==> src/rtl/fft_mag_scan.sv <==
`default_nettype none
// ============================================================================
// Module   : fft_mag_scan
// Purpose  : Walks the 8 bins of an upstream 8-point FFT through its select
//            input. For each bin it waits a settle time, then computes the
//            magnitude estimate max(|re|,|im|) + min(|re|,|im|)/2. Each result
//            is handed downstream over a valid/ready port.
//            Optional macro PEAK_DETECT_EN adds tracking of the strongest bin
//            in each scan (peak_bin / peak_mag). Without it, both read as 0.
// Revision : 1.0 - initial release
// ============================================================================
module fft_mag_scan #(
    parameter int SETTLE = 1,
    parameter int MAG_W  = 10
) (
    input  logic                clk,
    input  logic                rst,
    input  logic                start,
    output logic [2:0]          sel,
    input  logic signed [8:0]   yr,
    input  logic signed [8:0]   yi,
    output logic [MAG_W-1:0]    mag_out,
    output logic [2:0]          bin_idx,
    output logic                mag_valid,
    input  logic                mag_ready,
    output logic                busy,
    output logic                done,
    output logic [2:0]          peak_bin,
    output logic [MAG_W-1:0]    peak_mag
);

    localparam logic [2:0] c_SETTLE_INIT = 3'(SETTLE - 1);

    typedef enum logic [2:0] {
        S_IDLE    = 3'd0,
        S_SETTLE  = 3'd1,
        S_CAPTURE = 3'd2,
        S_OUT     = 3'd3,
        S_DONE    = 3'd4
    } state_t;

    state_t     r_state;
    logic [2:0] r_cnt;
    // Low only in the first cycle after reset release, so a start coincident
    // with the release edge is not taken.
    logic       r_armed;

    // Absolute values are formed at 10 bits so that -256 maps to +256.
    logic [9:0]       w_ext_r;
    logic [9:0]       w_ext_i;
    logic [9:0]       w_abs_r;
    logic [9:0]       w_abs_i;
    logic [9:0]       w_max;
    logic [9:0]       w_min;
    logic [MAG_W-1:0] w_mag;

    assign w_ext_r = {yr[8], yr};
    assign w_ext_i = {yi[8], yi};
    assign w_abs_r = yr[8] ? (~w_ext_r + 10'd1) : w_ext_r;
    assign w_abs_i = yi[8] ? (~w_ext_i + 10'd1) : w_ext_i;
    assign w_max   = (w_abs_r >= w_abs_i) ? w_abs_r : w_abs_i;
    assign w_min   = (w_abs_r >= w_abs_i) ? w_abs_i : w_abs_r;
    // The largest result is 256 + 128 = 384, so 10 bits always hold it.
    assign w_mag   = MAG_W'(w_max + (w_min >> 1));

    // Scan controller: sequences bins and owns every registered output
    always_ff @(posedge clk or posedge rst) begin
        if (rst) begin
            r_state   <= S_IDLE;
            r_cnt     <= 3'd0;
            r_armed   <= 1'b0;
            sel       <= 3'd0;
            mag_out   <= '0;
            bin_idx   <= 3'd0;
            mag_valid <= 1'b0;
            busy      <= 1'b0;
            done      <= 1'b0;
        end else begin
            r_armed <= 1'b1;
            done    <= 1'b0;
            case (r_state)
                S_IDLE: begin
                    sel <= 3'd0;
                    if (start && r_armed) begin
                        r_cnt   <= c_SETTLE_INIT;
                        busy    <= 1'b1;
                        r_state <= S_SETTLE;
                    end
                end
                S_SETTLE: begin
                    if (r_cnt == 3'd0) begin
                        r_state <= S_CAPTURE;
                    end else begin
                        r_cnt <= r_cnt - 3'd1;
                    end
                end
                S_CAPTURE: begin
                    mag_out   <= w_mag;
                    bin_idx   <= sel;
                    mag_valid <= 1'b1;
                    r_state   <= S_OUT;
                end
                S_OUT: begin
                    if (mag_ready) begin
                        mag_valid <= 1'b0;
                        if (sel == 3'd7) begin
                            busy    <= 1'b0;
                            done    <= 1'b1;
                            r_state <= S_DONE;
                        end else begin
                            sel     <= sel + 3'd1;
                            r_cnt   <= c_SETTLE_INIT;
                            r_state <= S_SETTLE;
                        end
                    end
                end
                S_DONE: begin
                    sel     <= 3'd0;
                    r_state <= S_IDLE;
                end
                default: begin
                    r_state <= S_IDLE;
                end
            endcase
        end
    end

`ifdef PEAK_DETECT_EN
    logic [2:0]       r_run_bin;
    logic [MAG_W-1:0] r_run_mag;

    // Keep the running maximum (bin 0 seeds it, strict > keeps the lowest
    // index on ties) and publish it on the final transfer of the scan
    always_ff @(posedge clk or posedge rst) begin
        if (rst) begin
            r_run_bin <= 3'd0;
            r_run_mag <= '0;
            peak_bin  <= 3'd0;
            peak_mag  <= '0;
        end else begin
            if (r_state == S_CAPTURE && (sel == 3'd0 || w_mag > r_run_mag)) begin
                r_run_bin <= sel;
                r_run_mag <= w_mag;
            end
            if (r_state == S_OUT && mag_ready && sel == 3'd7) begin
                peak_bin <= r_run_bin;
                peak_mag <= r_run_mag;
            end
        end
    end
`else
    assign peak_bin = 3'd0;
    assign peak_mag = '0;
`endif

endmodule
`default_nettype wire

==> config.mk <==
export PLATFORM = sky130hd
export DESIGN_NAME = fft_mag_scan
export DESIGN_NICKNAME = d
export VERILOG_FILES = /design/src/rtl/fft_mag_scan.sv
export SDC_FILE = /design/constraint.sdc
export NUM_CORES = 1
export LEC_CHECK = 0
export CAP_MARGIN = 25
export CORE_MARGIN = 4
export CORE_UTILIZATION = 45
export DETAILED_ROUTE_END_ITERATION = 6
export PLACE_DENSITY = 0.73
export SKIP_LAST_GASP = 1
export SLEW_MARGIN = 20
export SYNTH_ARGS = -nofsm -noshare
export SYNTH_HDL_FRONTEND = slang
export SYNTH_SLANG_ARGS = --single-unit
==> constraint.sdc <==
create_clock -name clk -period 4.1 [get_ports clk]
set_input_delay 0.82 -clock clk [delete_from_list [all_inputs] [get_ports clk]]
set_output_delay 0.82 -clock clk [all_outputs]
set_load 0.005 [all_outputs]
==> results.txt <==
- Core area: 0.00488 mm^2
- Dividing the detail-routed via count by the number of cells gives 5.24.
- Commonest register cell after synthesis: dfrtp_1
* Horiz. Die Dim: 80.1 um
* Hold Crit Class: reg -> reg
- Wire length of the first global-routing pass: 10.6 mm
* Status: finished, violations left
* TritonCTS clock tree: yes
- In this run the critical register-to-register path is launched from r_state[1]$_DFFE_PP0P_.
- In this run the worst path has a maximum fanout of 6.
- In the final layout, the share of cells above drive strength 1 is 35.4%.
* Count of cell types in the netlist: 47
- Yosys instantiated no cell more often than nand2_1.
- Level count of the clock H-tree: 1
- In the synthesized netlist, the cells that appear most often are nand2_1, dfrtp_1, ha_1.
- After floorplanning, the core was divided into 25 placement rows.
- Once placement finished, the instance area stood at 0.00322 mm^2.
- During I/O placement, the number of pins put on the boundary was 54.
* Antenna fix cells: 0
- Global-route congestion overflow total: 0
* Initial core utilization: 47.9%
* Fill cell instance count of the final layout: 337
* Worst setup timing slack at the placement stage: -1.07 ns
- Data arrival at the endpoint of the critical path: 4.70 ns
* Pin count of the biggest net entering global routing: 27
- The worst register-to-register path ends at mag_out[8]$_DFFE_PP0P_.
- The finished layout holds 451 standard cells, fillers aside.
- In this run the mean area of a mapped cell was 8.70 um^2.
- Setup repair after global routing could not meet its margin everywhere.
* Number of max-slew violations in the final report: 0
- Via count of the first global-routing pass: 2,365
* Worst setup path category: in -> reg
- Startpoint of the most critical hold path: mag_valid$_DFFE_PP0P_
- Counting flops with a built-in enable in the synthesized netlist gives 0.
- The biggest area contributor in the post-synthesis netlist is dfrtp_1.
* Failing checks: setup timing
- Pleak: 1.77 nW
* Worst-margin pin slew: 0.981 ns
- For this run, the number of Yosys warnings is 0.
* Register-to-register setup slack: 1.82 ns
* Total of flip-flops plus latches after synthesis: 26
* Design Area, Final: 0.00366 mm^2
- Clock-pin slew was measured on the worst setup and hold paths at 0.09 ns.
- Power spread over the standard cell area amounts to 458 mW/mm^2.
- Post-route DRC: 0
- Final WL: 6.58 mm
- Total count of hold-check failures in the final report: 0
- For this design, the CTS-stage hold fixing added 0 buffers.
* Number of cell instances on the worst register-to-register path: 4
- Summed over its instances, the top area cell type makes up 27.8% of the synthesized netlist area.
- After layout, the worst path uses 110% of the clock period.
- The number of clock buffers added by TritonCTS is 3.
- Before antenna repair, the detailed router went through 6 iterations.
* Number of input and output port buffers inserted: 40
* First DRT Iteration DRCs: 127
- In this run the deepest clock path goes through 2 buffers.
- WL/cell: 14.6 um
- The tool flagged a number of max-cap violations equal to 0.
- Synthesis produced a netlist whose cell count is 269.
- Share of flip-flops with an asynchronous set or reset: 100%
- Number of placed instances with taps included: 429
- CTS saw 26 sinks.
* Total vias in the final route: 2,365
* Final critical-path required period: 4.53 ns
* Data required time of the critical path: 4.27 ns
* Fin Hold WS: 0.485 ns
* Root buffer cell: clkbuf_8
- Static timing analysis puts the maximum clock frequency at 221 MHz.
- Worst setup margin: -0.425 ns
- Once detail routing completed, the nets flagged for antenna violations numbered 0.
* Maximum VDD drop: 0.338 mV
* Final setup fails: 6
- Max transition margin: 34.6%
- The worst setup path is launched from an input pin.
- At the end of routability-driven placement, the weighted congestion stood at 0.803.
- Number of cells on the worst hold path: 2
* Overall track demand over capacity in global routing: 20.7%
* Aggregate negative setup slack: -1.80 ns
* Area growth from synthesis to layout: 56.5%
- Number of antenna violations at the first check in global routing: 0
* Clk Latency, worst-skew pair: 0.27 ns
- The die is 80.1 um tall.
- STA classifies the critical path endpoint as a flop.
* Cell types occupying the most area after synthesis: dfrtp_1, ha_1, mux2i_1, nand2_1, xor2_1
* Total Die Area: 0.00642 mm^2
- At the end of the flow, the number of nets in the layout was 433.
- Summing the sequential cell areas from Yosys gives 27.8% of the chip area.
* Post-Synthesis Cell Area: 0.00234 mm^2
- Endpoint, Worst Hold: mag_valid$_DFFE_PP0P_
* Detailed-placement wirelength estimate: 4.47 mm
* Final worst clock skew: 0.00516 ns
## worst max path at each step
stage / slack (ns) / to / startpoint
floorplan: -0.39 / mag_out[8]$_DFFE_PP0P_ / yr[6]
global route: -0.58 / mag_out[6]$_DFFE_PP0P_ / yr[0]
CTS: -0.40 / mag_out[8]$_DFFE_PP0P_ / yr[3]
detailed placement: -1.07 / mag_out[6]$_DFFE_PP0P_ / yr[0]
finish: -0.43 / mag_out[6]$_DFFE_PP0P_ / yr[4]
global placement: -0.98 / mag_out[9]$_DFFE_PP0P_ / yr[0]
## cells by family after synthesis
logic type               synth area share (%)
AND/OR/NAND/NOR                          17.9
AO/OA/AOI/OAI                            15.3
buffers and inverters                    8.50
adder cells (fa/ha/maj)                  14.2
flip-flops                               27.8
multiplexers                             9.95
XOR/XNOR                                 5.99
other                                   0.321
## per-layer routing
| layer | vias to the layer above | track usage [%] | routed length, um | part of all wire [%] |
|---|---|---|---|---|
| met5 | - | 0 | 0 | 0 |
| met4 | 0 | 6.42 | 208 | 3.2 |
| met3 | 24 | 3.48 | 287 | 4.4 |
| met2 | 72 | 35.3 | 3270 | 50 |
| met1 | 1120 | 26.7 | 2820 | 43 |
| li1 | 1149 | - | - | - |
## timing repair
item                       4_1_cts  5_1_grt
resized for setup               66       19
setup endpoints to repair        9        9
gates cloned                     0        0
buffers inserted                14        5
pin swaps                       34       27
## worst max-delay path: stages
cell and delay (ns):
buf_2 0.12, or4_4 0.52, or4b_4 0.56, inv_4 0.08, ha_4 0.13, buf_4 0.10
nand4_1 0.14, o21ai_4 0.29, buf_6 0.15, buf_4 0.10, mux2_2 0.33, fa_2 0.38
nor2b_2 0.13, o31a_1 0.23, buf_4 0.14, o21a_1 0.16, nor3_2 0.07, o31ai_2 0.24
## sequential cells by signal, indices dropped and copies added (netlist names), 3 cells and up
signal	flops
r_cnt	3
bin_idx	3
r_state	3
sel	3
mag_out	10
## cells in the final DEF (no fill, tap or decap), drive strengths merged, types with 2 or more instances in the layout
master	netlist	routed
o21ai	15	15
inv	17	16
nand2	36	36
or4	2	2
a21o	5	5
and4	2	2
mux2	2	2
dfrtp	26	26
ha	25	25
conb	2	17
clkdlybuf4s50	0	25
buf	16	84
xnor2	4	4
a211oi	5	5
nor3	5	5
nand3	4	4
o31ai	6	6
nor3b	5	5
nor2b	5	5
a21oi	7	7
o21a	3	3
nand2b	5	5
dlygate4sd2	0	6
mux2i	21	21
clkbuf	6	4
xor2	12	12
nor2	15	15
## area by class of cell
cell class | count | area (um^2) | area share [%]
clock buffers | 3 | 41.3 | 1.13
repair buffers | 118 | 1000 | 27.4
inverters | 17 | 68.8 | 1.88
well taps | 67 | 83.8 | 2.29
clock inverters | 1 | 30.0 | 0.820
multi-input cells | 219 | 1790 | 48.8
flip-flops and latches | 26 | 651 | 17.8
## through the flow
stage          total power, mW  utilization [%]
2_1_floorplan            0.924                -
3_5_place_dp              1.33             66.0
3_3_place_gp              1.30             66.0
4_1_cts                   1.63             72.4
5_1_grt                   1.81             75.1
6_report                  1.68             75.1
## where the power goes
group          total, mW  switching (mW)  internal, mW
Combinational       1.03           0.457         0.573
Clock              0.212          0.0812         0.131
Sequential         0.437          0.0849         0.352
Note: power is estimated with default switching activity, not from simulation.
